--- src/rtl/gemm_seq_ctrl.sv ---
// gemm_seq_ctrl: walks the i/j/k loop nest of dst = lhs x rhs^T and issues one MAC operand pair per step.
// Define GEMM_SEQ_PERF_EN to return the RUN+DRAIN cycle count instead of the element count.
module gemm_seq_ctrl #(
  parameter int CNT_W   = 16,
  parameter int MAX_OUT = 4
) (
  input  logic        nice_clk,
  input  logic        nice_rst_n,
  input  logic        start,
  input  logic [31:0] lhs_cols,
  input  logic [31:0] lhs_rows,
  input  logic [31:0] rhs_cols,
  input  logic [31:0] lhs_addr,
  input  logic [31:0] rhs_addr,
  input  logic [31:0] dst_addr,
  output logic [1:0]  state,
  output logic        op_valid,
  input  logic        op_ready,
  output logic [31:0] op_lhs_addr,
  output logic [31:0] op_rhs_addr,
  output logic        op_first,
  output logic        op_last,
  output logic [31:0] op_dst_addr,
  input  logic        wb_done,
  output logic        nice_rsp_multicyc_valid,
  input  logic        nice_rsp_multicyc_ready,
  output logic [31:0] nice_rsp_multicyc_dat,
  output logic        nice_rsp_multicyc_err
);
  localparam int OW = $clog2(MAX_OUT + 1);
  typedef enum logic [1:0] {IDLE = 2'b00, RUN = 2'b01, DRAIN = 2'b10, RESP = 2'b11} state_t;
  state_t r_state, w_nxt;
  logic [CNT_W-1:0] r_k, r_m, r_n, r_kc, r_i, r_j;
  logic [31:0] r_lhs_row, r_lhs, r_rhs_base, r_rhs_row, r_rhs, r_dst;
  logic [OW-1:0] r_out;
  logic r_err;
  logic w_launch, w_bad, w_acc, w_k_end, w_j_end, w_final, w_wb_live, w_inc, w_dec;
  logic [31:0] w_k32;
  assign w_launch  = r_state == IDLE && start;
  assign w_bad     = ~|lhs_cols | ~|lhs_rows | ~|rhs_cols |
                     |(lhs_cols >> CNT_W) | |(lhs_rows >> CNT_W) | |(rhs_cols >> CNT_W);
  assign w_k_end   = r_kc == r_k - CNT_W'(1);
  assign w_j_end   = r_j == r_n - CNT_W'(1);
  assign w_final   = w_k_end && w_j_end && r_i == r_m - CNT_W'(1);
  assign w_k32     = 32'(r_k);
  assign op_first  = r_state == RUN && r_kc == '0;
  assign op_last   = r_state == RUN && w_k_end;
  // A new dst element may only start while a write-back slot is free.
  assign op_valid  = r_state == RUN && !(r_kc == '0 && r_out == OW'(MAX_OUT));
  assign w_acc     = op_valid && op_ready;
  assign w_inc     = w_acc && w_k_end;
  assign w_wb_live = wb_done && (r_state == RUN || r_state == DRAIN);
  assign w_dec     = w_wb_live && r_out != '0;
  assign state                   = r_state;
  assign op_lhs_addr             = r_lhs;
  assign op_rhs_addr             = r_rhs;
  assign op_dst_addr             = r_dst;
  assign nice_rsp_multicyc_valid = r_state == RESP;
  assign nice_rsp_multicyc_err   = r_err;
  always_ff @(posedge nice_clk or negedge nice_rst_n)
    if (!nice_rst_n) r_state <= IDLE;
    else r_state <= w_nxt;
  always_comb begin
    w_nxt = r_state;
    case (r_state)
      IDLE:    w_nxt = start ? (w_bad ? RESP : RUN) : IDLE;
      RUN:     w_nxt = w_acc && w_final ? DRAIN : RUN;
      DRAIN:   w_nxt = r_out == '0 ? RESP : DRAIN;
      default: w_nxt = nice_rsp_multicyc_ready ? IDLE : RESP;
    endcase
  end
  always_ff @(posedge nice_clk or negedge nice_rst_n)
    if (!nice_rst_n) begin
      r_k <= '0;
      r_m <= '0;
      r_n <= '0;
      r_kc <= '0;
      r_i <= '0;
      r_j <= '0;
      r_lhs_row <= '0;
      r_lhs <= '0;
      r_rhs_base <= '0;
      r_rhs_row <= '0;
      r_rhs <= '0;
      r_dst <= '0;
    end else if (w_launch) begin
      r_k <= lhs_cols[CNT_W-1:0];
      r_m <= lhs_rows[CNT_W-1:0];
      r_n <= rhs_cols[CNT_W-1:0];
      r_kc <= '0;
      r_i <= '0;
      r_j <= '0;
      r_lhs_row <= lhs_addr;
      r_lhs <= lhs_addr;
      r_rhs_base <= rhs_addr;
      r_rhs_row <= rhs_addr;
      r_rhs <= rhs_addr;
      r_dst <= dst_addr;
    end else if (w_acc) begin
      if (!w_k_end) begin
        r_kc <= r_kc + CNT_W'(1);
        r_lhs <= r_lhs + 32'd1;
        r_rhs <= r_rhs + 32'd1;
      end else begin
        r_kc <= '0;
        r_dst <= r_dst + 32'd1;
        if (!w_j_end) begin
          r_j <= r_j + CNT_W'(1);
          r_lhs <= r_lhs_row;
          r_rhs_row <= r_rhs_row + w_k32;
          r_rhs <= r_rhs_row + w_k32;
        end else begin
          r_j <= '0;
          r_i <= r_i + CNT_W'(1);
          r_lhs_row <= r_lhs_row + w_k32;
          r_lhs <= r_lhs_row + w_k32;
          r_rhs_row <= r_rhs_base;
          r_rhs <= r_rhs_base;
        end
      end
    end
  // A write-back with nothing outstanding is dropped but flagged.
  always_ff @(posedge nice_clk or negedge nice_rst_n)
    if (!nice_rst_n) begin
      r_out <= '0;
      r_err <= 1'b0;
    end else if (w_launch) begin
      r_out <= '0;
      r_err <= w_bad;
    end else begin
      r_out <= r_out + OW'(w_inc) - OW'(w_dec);
      if (w_wb_live && r_out == '0) r_err <= 1'b1;
    end
`ifdef GEMM_SEQ_PERF_EN
  logic [31:0] r_cyc;
  always_ff @(posedge nice_clk or negedge nice_rst_n)
    if (!nice_rst_n) r_cyc <= '0;
    else if (w_launch) r_cyc <= '0;
    else if ((r_state == RUN || r_state == DRAIN) && r_cyc != '1) r_cyc <= r_cyc + 32'd1;
  assign nice_rsp_multicyc_dat = r_cyc;
`else
  logic [31:0] r_elem;
  always_ff @(posedge nice_clk or negedge nice_rst_n)
    if (!nice_rst_n) r_elem <= '0;
    else if (w_launch) r_elem <= '0;
    else if (w_dec) r_elem <= r_elem + 32'd1;
  assign nice_rsp_multicyc_dat = r_elem;
`endif
endmodule

--- config.mk ---
export PLATFORM = sky130hd
export DESIGN_NAME = gemm_seq_ctrl
export DESIGN_NICKNAME = d
export VERILOG_FILES = /design/src/rtl/gemm_seq_ctrl.sv
export SDC_FILE = /design/constraint.sdc
export NUM_CORES = 1
export LEC_CHECK = 0
export CAP_MARGIN = 25
export CORE_MARGIN = 4
export CORE_UTILIZATION = 25
export DETAILED_ROUTE_END_ITERATION = 6
export MAX_ROUTING_LAYER = met4
export PLACE_DENSITY_LB_ADDON = 0.08
export SLEW_MARGIN = 40
export SYNTH_ARGS = -nofsm -noshare
export SYNTH_HDL_FRONTEND = slang
export SYNTH_SLANG_ARGS = --single-unit
export TNS_END_PERCENT = 5
--- constraint.sdc ---
create_clock -name nice_clk -period 5 [get_ports nice_clk]
set_clock_uncertainty 0.15 [all_clocks]
set_input_delay 1 -clock nice_clk [delete_from_list [all_inputs] [get_ports nice_clk]]
set_output_delay 1 -clock nice_clk [all_outputs]
set_load 0.05 [all_outputs]
==> results.py <==
metrics = {
    "run_status": {
        "status": "finished, final reports clean",
    },
    "job": {
        "cap_violations": 0,
    },
    "sta": {
        "slew_violations": 0,
        "finalSetupViolCount": 0,
        "max_slew_margin_pct": 51.1,
        "fin_crit_ps": 4730,
        "worst_slew_pin_slew_ps": 733,
        "fin_crit_sh_pct": 94.6,
        "max_freq_mhz": 211,
        "hold_violations": 0,
    },
    "worst_setup_path": {
        "path_cells": "inv_1 -> ha_1 -> nor4b_4 -> and4_1 -> o2111ai_1 -> a211oi_2 -> o2111ai_2 -> or3_1 -> nor2_2 -> buf_12",
        "critPathTopFamily": "simple AND/OR/NAND/NOR gates",
        "r2r_cells": 11,
        "cp_max_fo": 6,
        "crit_type": "reg -> out",
        "cp-start-kind": "flop",
        "cp.arrival_ps": 3580,
        "crit_required_ps": 3850,
        "path_depth": 10,
        "worst_setup_path_end_kind": "primary output",
        "rrSetupSlack_ps": 510,
        "slowest_delay_ps": 500,
        "slowest_stage": "or3_1",
        "path_buf_inv": 2,
        "r2r-end": "r_lhs_row[31]",
        "setup.worst_path.start": "r_k[1]",
        "setup.worst_path.end": "op_last",
        "timing.rr.start": "r_n[0]",
    },
    "cells_and_area": {
        "fillers": 8600,
        "fin_cells": 3965,
        "final_util_pct": 33.1,
        "layout-drive-gt1-share_pct": 7.09,
        "area_delta_synth_final_pct": 30.6,
        "final_nets": 3108,
        "final_common_cell": "nand2_1",
        "final_cell_mix": "444 x nand2_1, 330 x clkdlybuf4s50_1, 326 x dfrtp_1",
    },
    "grt": {
        "grtUsageMet2_pct": 34.1,
        "grt_use_total_pct": 21.0,
        "grt_busiest_layer": "met2",
        "grt_overflow": 0,
        "grt_pass1_vias": 21300,
        "grt_pass1_wl_um": 140000,
        "antenna_found_initial": 6,
        "grt_max_degree": 89,
        "grt_use_met1_pct": 27.6,
        "gr-usage-met3_pct": 3.03,
    },
    "routing": {
        "routedWlPerCell_um": 23.4,
        "drt_iter0_drc": 1563,
        "drt-pass1-iter-count": 5,
        "routed_wl_um": 92600,
        "via_count": 21000,
        "ant_nets": 0,
        "viasPerCell": 5.30,
        "drc": 0,
    },
    "cts": {
        "cts_tree": "yes",
        "root_buffer": "clkbuf_16",
        "htreeDepth": 2,
        "insertion_delay_ps": 600,
        "clkSlewWorstSetupHoldPaths_ps": 50,
        "cts_max_path_buffers": 3,
        "cts_buffers": 45,
        "cts.sinks": 326,
    },
    "floorplan": {
        "pin_count": 333,
        "rows": 105,
        "die_x_um": 298,
        "floorplan.initialDensity_pct": 25.4,
        "dieArea_um2": 88600,
        "die-height_um": 298,
        "coreArea_um2": 82600,
    },
    "placement": {
        "dp.cells": 3879,
        "port_buffers": 332,
        "gp_congestion": 0.897,
        "dpl.hpwl_um": 68400,
    },
    "power_and_ir_drop": {
        "clkPwrFrac_pct": 19.6,
        "power_frac_comb_pct": 50.8,
        "power_switching_mw": 8.05,
        "intPower_mw": 8.67,
        "pwr-share-seq_pct": 29.6,
        "power_density_nw_per_um2": 610,
        "p_sw_share_pct": 48.1,
        "leakagePower_nw": 11.2,
        "ir_drop_v": 0.000279,
    },
    "synthesis": {
        "syn_area_um2": 21000,
        "synth.yosys.warnings": 0,
        "yosys_register_bits": 326,
        "synth-edff-count": 0,
        "synth.distinct_cells": 84,
        "synth_nets": 2783,
        "avgSynthCellArea_um2": 8.28,
        "synthArstFlopShare_pct": 100,
        "ys_seq_area_share_pct": 38.9,
        "synthFlopType": "dfrtp_1",
        "synthCells": 2533,
    },
    "hold_path": {
        "hold_class": "in -> async",
    },
}
## power by group through the flow
stage	registers [mW]	clock network (mW)	logic (mW)
after CTS	4.94	3.37	8.47
after detailed placement	4.97	0	8.42
after global placement	4.95	0	8.37
final	4.95	3.27	8.50
after global routing	5.10	3.47	9.29
after floorplan	5.55	0	4.63
## layer usage
metal | wire (um) | vias to the layer above
met2 | 43800 | 614
li1 | - | 9831
met3 | 4670 | 118
met5 | 0 | -
met4 | 2140 | 0
met1 | 42000 | 10400
## worst min-delay path by stage
stage	from	to	slack [ps]
3_3_place_gp	r_rhs_base[23]	r_rhs_base[23]	300
6_report	nice_rst_n	r_m[7]	220
2_1_floorplan	r_rhs_base[23]	r_rhs_base[23]	290
3_5_place_dp	r_rhs_base[30]	r_rhs_base[30]	310
4_1_cts	nice_rst_n	r_i[2]	220
5_1_grt	nice_rst_n	r_m[6]	250
## registers in the layout, summed over array words and instances (netlist names), 32 cells and up
name	cells
nice_rsp_multicyc_dat	32
op_dst_addr	32
op_lhs_addr	32
op_rhs_addr	32
r_lhs_row	32
r_rhs_base	32
r_rhs_row	32
## synth_stat cells (14+ instances only)
master | number | area share, %
nand2_1 | 446 | 8.0
dfrtp_1 | 326 | 39
nor2_1 | 191 | 3.4
o21ai_0 | 168 | 4.0
a21oi_1 | 126 | 3.0
nand3_1 | 114 | 2.7
xnor2_1 | 106 | 4.4
clkbuf_1 | 102 | 1.8
nor3_1 | 76 | 1.8
xor2_1 | 75 | 3.1
nor4_1 | 70 | 2.1
and3_1 | 65 | 1.9
inv_1 | 57 | 1.0
ha_1 | 49 | 2.9
a31oi_1 | 41 | 1.2
nand4_1 | 41 | 1.2
mux2i_1 | 33 | 1.6
o211ai_1 | 24 | 0.86
o21a_1 | 22 | 0.79
or3_1 | 22 | 0.66
o31ai_1 | 21 | 0.75
a21o_1 | 19 | 0.68
or4_1 | 19 | 0.68
o22ai_1 | 18 | 0.54
buf_1 | 17 | 0.30
nand2b_1 | 17 | 0.51
mux2_2 | 15 | 0.81
nor3b_1 | 14 | 0.50
## per-stage QoR
step	worst slack [ps]	power [mW]	hold WS, ps	instance area, um2	setup TNS (ps)
final	270	16.7	224	27400	0
after global routing	-43.7	17.9	247	27400	-43.7
after CTS	76.9	16.8	216	27300	0
after detailed placement	562	13.4	309	25800	0
after global placement	600	13.3	301	25800	0
after floorplan	524	10.2	287	21000	0
## area by class of cell
class / count / area (um2) / share of cell area, %
Clock buffer: 71 / 1340 / 4.91
Timing Repair Buffer: 408 / 4000 / 14.6
Clock inverter: 10 / 131 / 0.480
Multi-Input combinational cell: 2019 / 12200 / 44.5
Inverter: 58 / 218 / 0.795
Antenna cell: 3 / 7.51 / 0.0274
Sequential cell: 326 / 8160 / 29.8
Tap cell: 1070 / 1340 / 4.89
## what timing repair did
item	CTS	global route
hold buffers	0	0
endpoints found under the setup margin	1	1
pin swaps	0	1
buffers inserted	0	2
resized for setup	1	5
gates cloned	0	0
## cells by family (layout without fill, tap and decap cells)
family | Yosys count | count (layout) | share of synthesized area (%)
and+or+nand+nor | 1155 | 1155 | 26.7
AOI/OAI and AO/OA | 583 | 583 | 17.8
DFF | 326 | 326 | 38.9
buffers and inverters | 188 | 547 | 3.46
xor gates and xnor gates | 181 | 181 | 7.56
adders and majority gates | 52 | 52 | 3.21
muxes | 48 | 48 | 2.38
other | 0 | 3 | 0
Power figures use the tool's default switching activity.
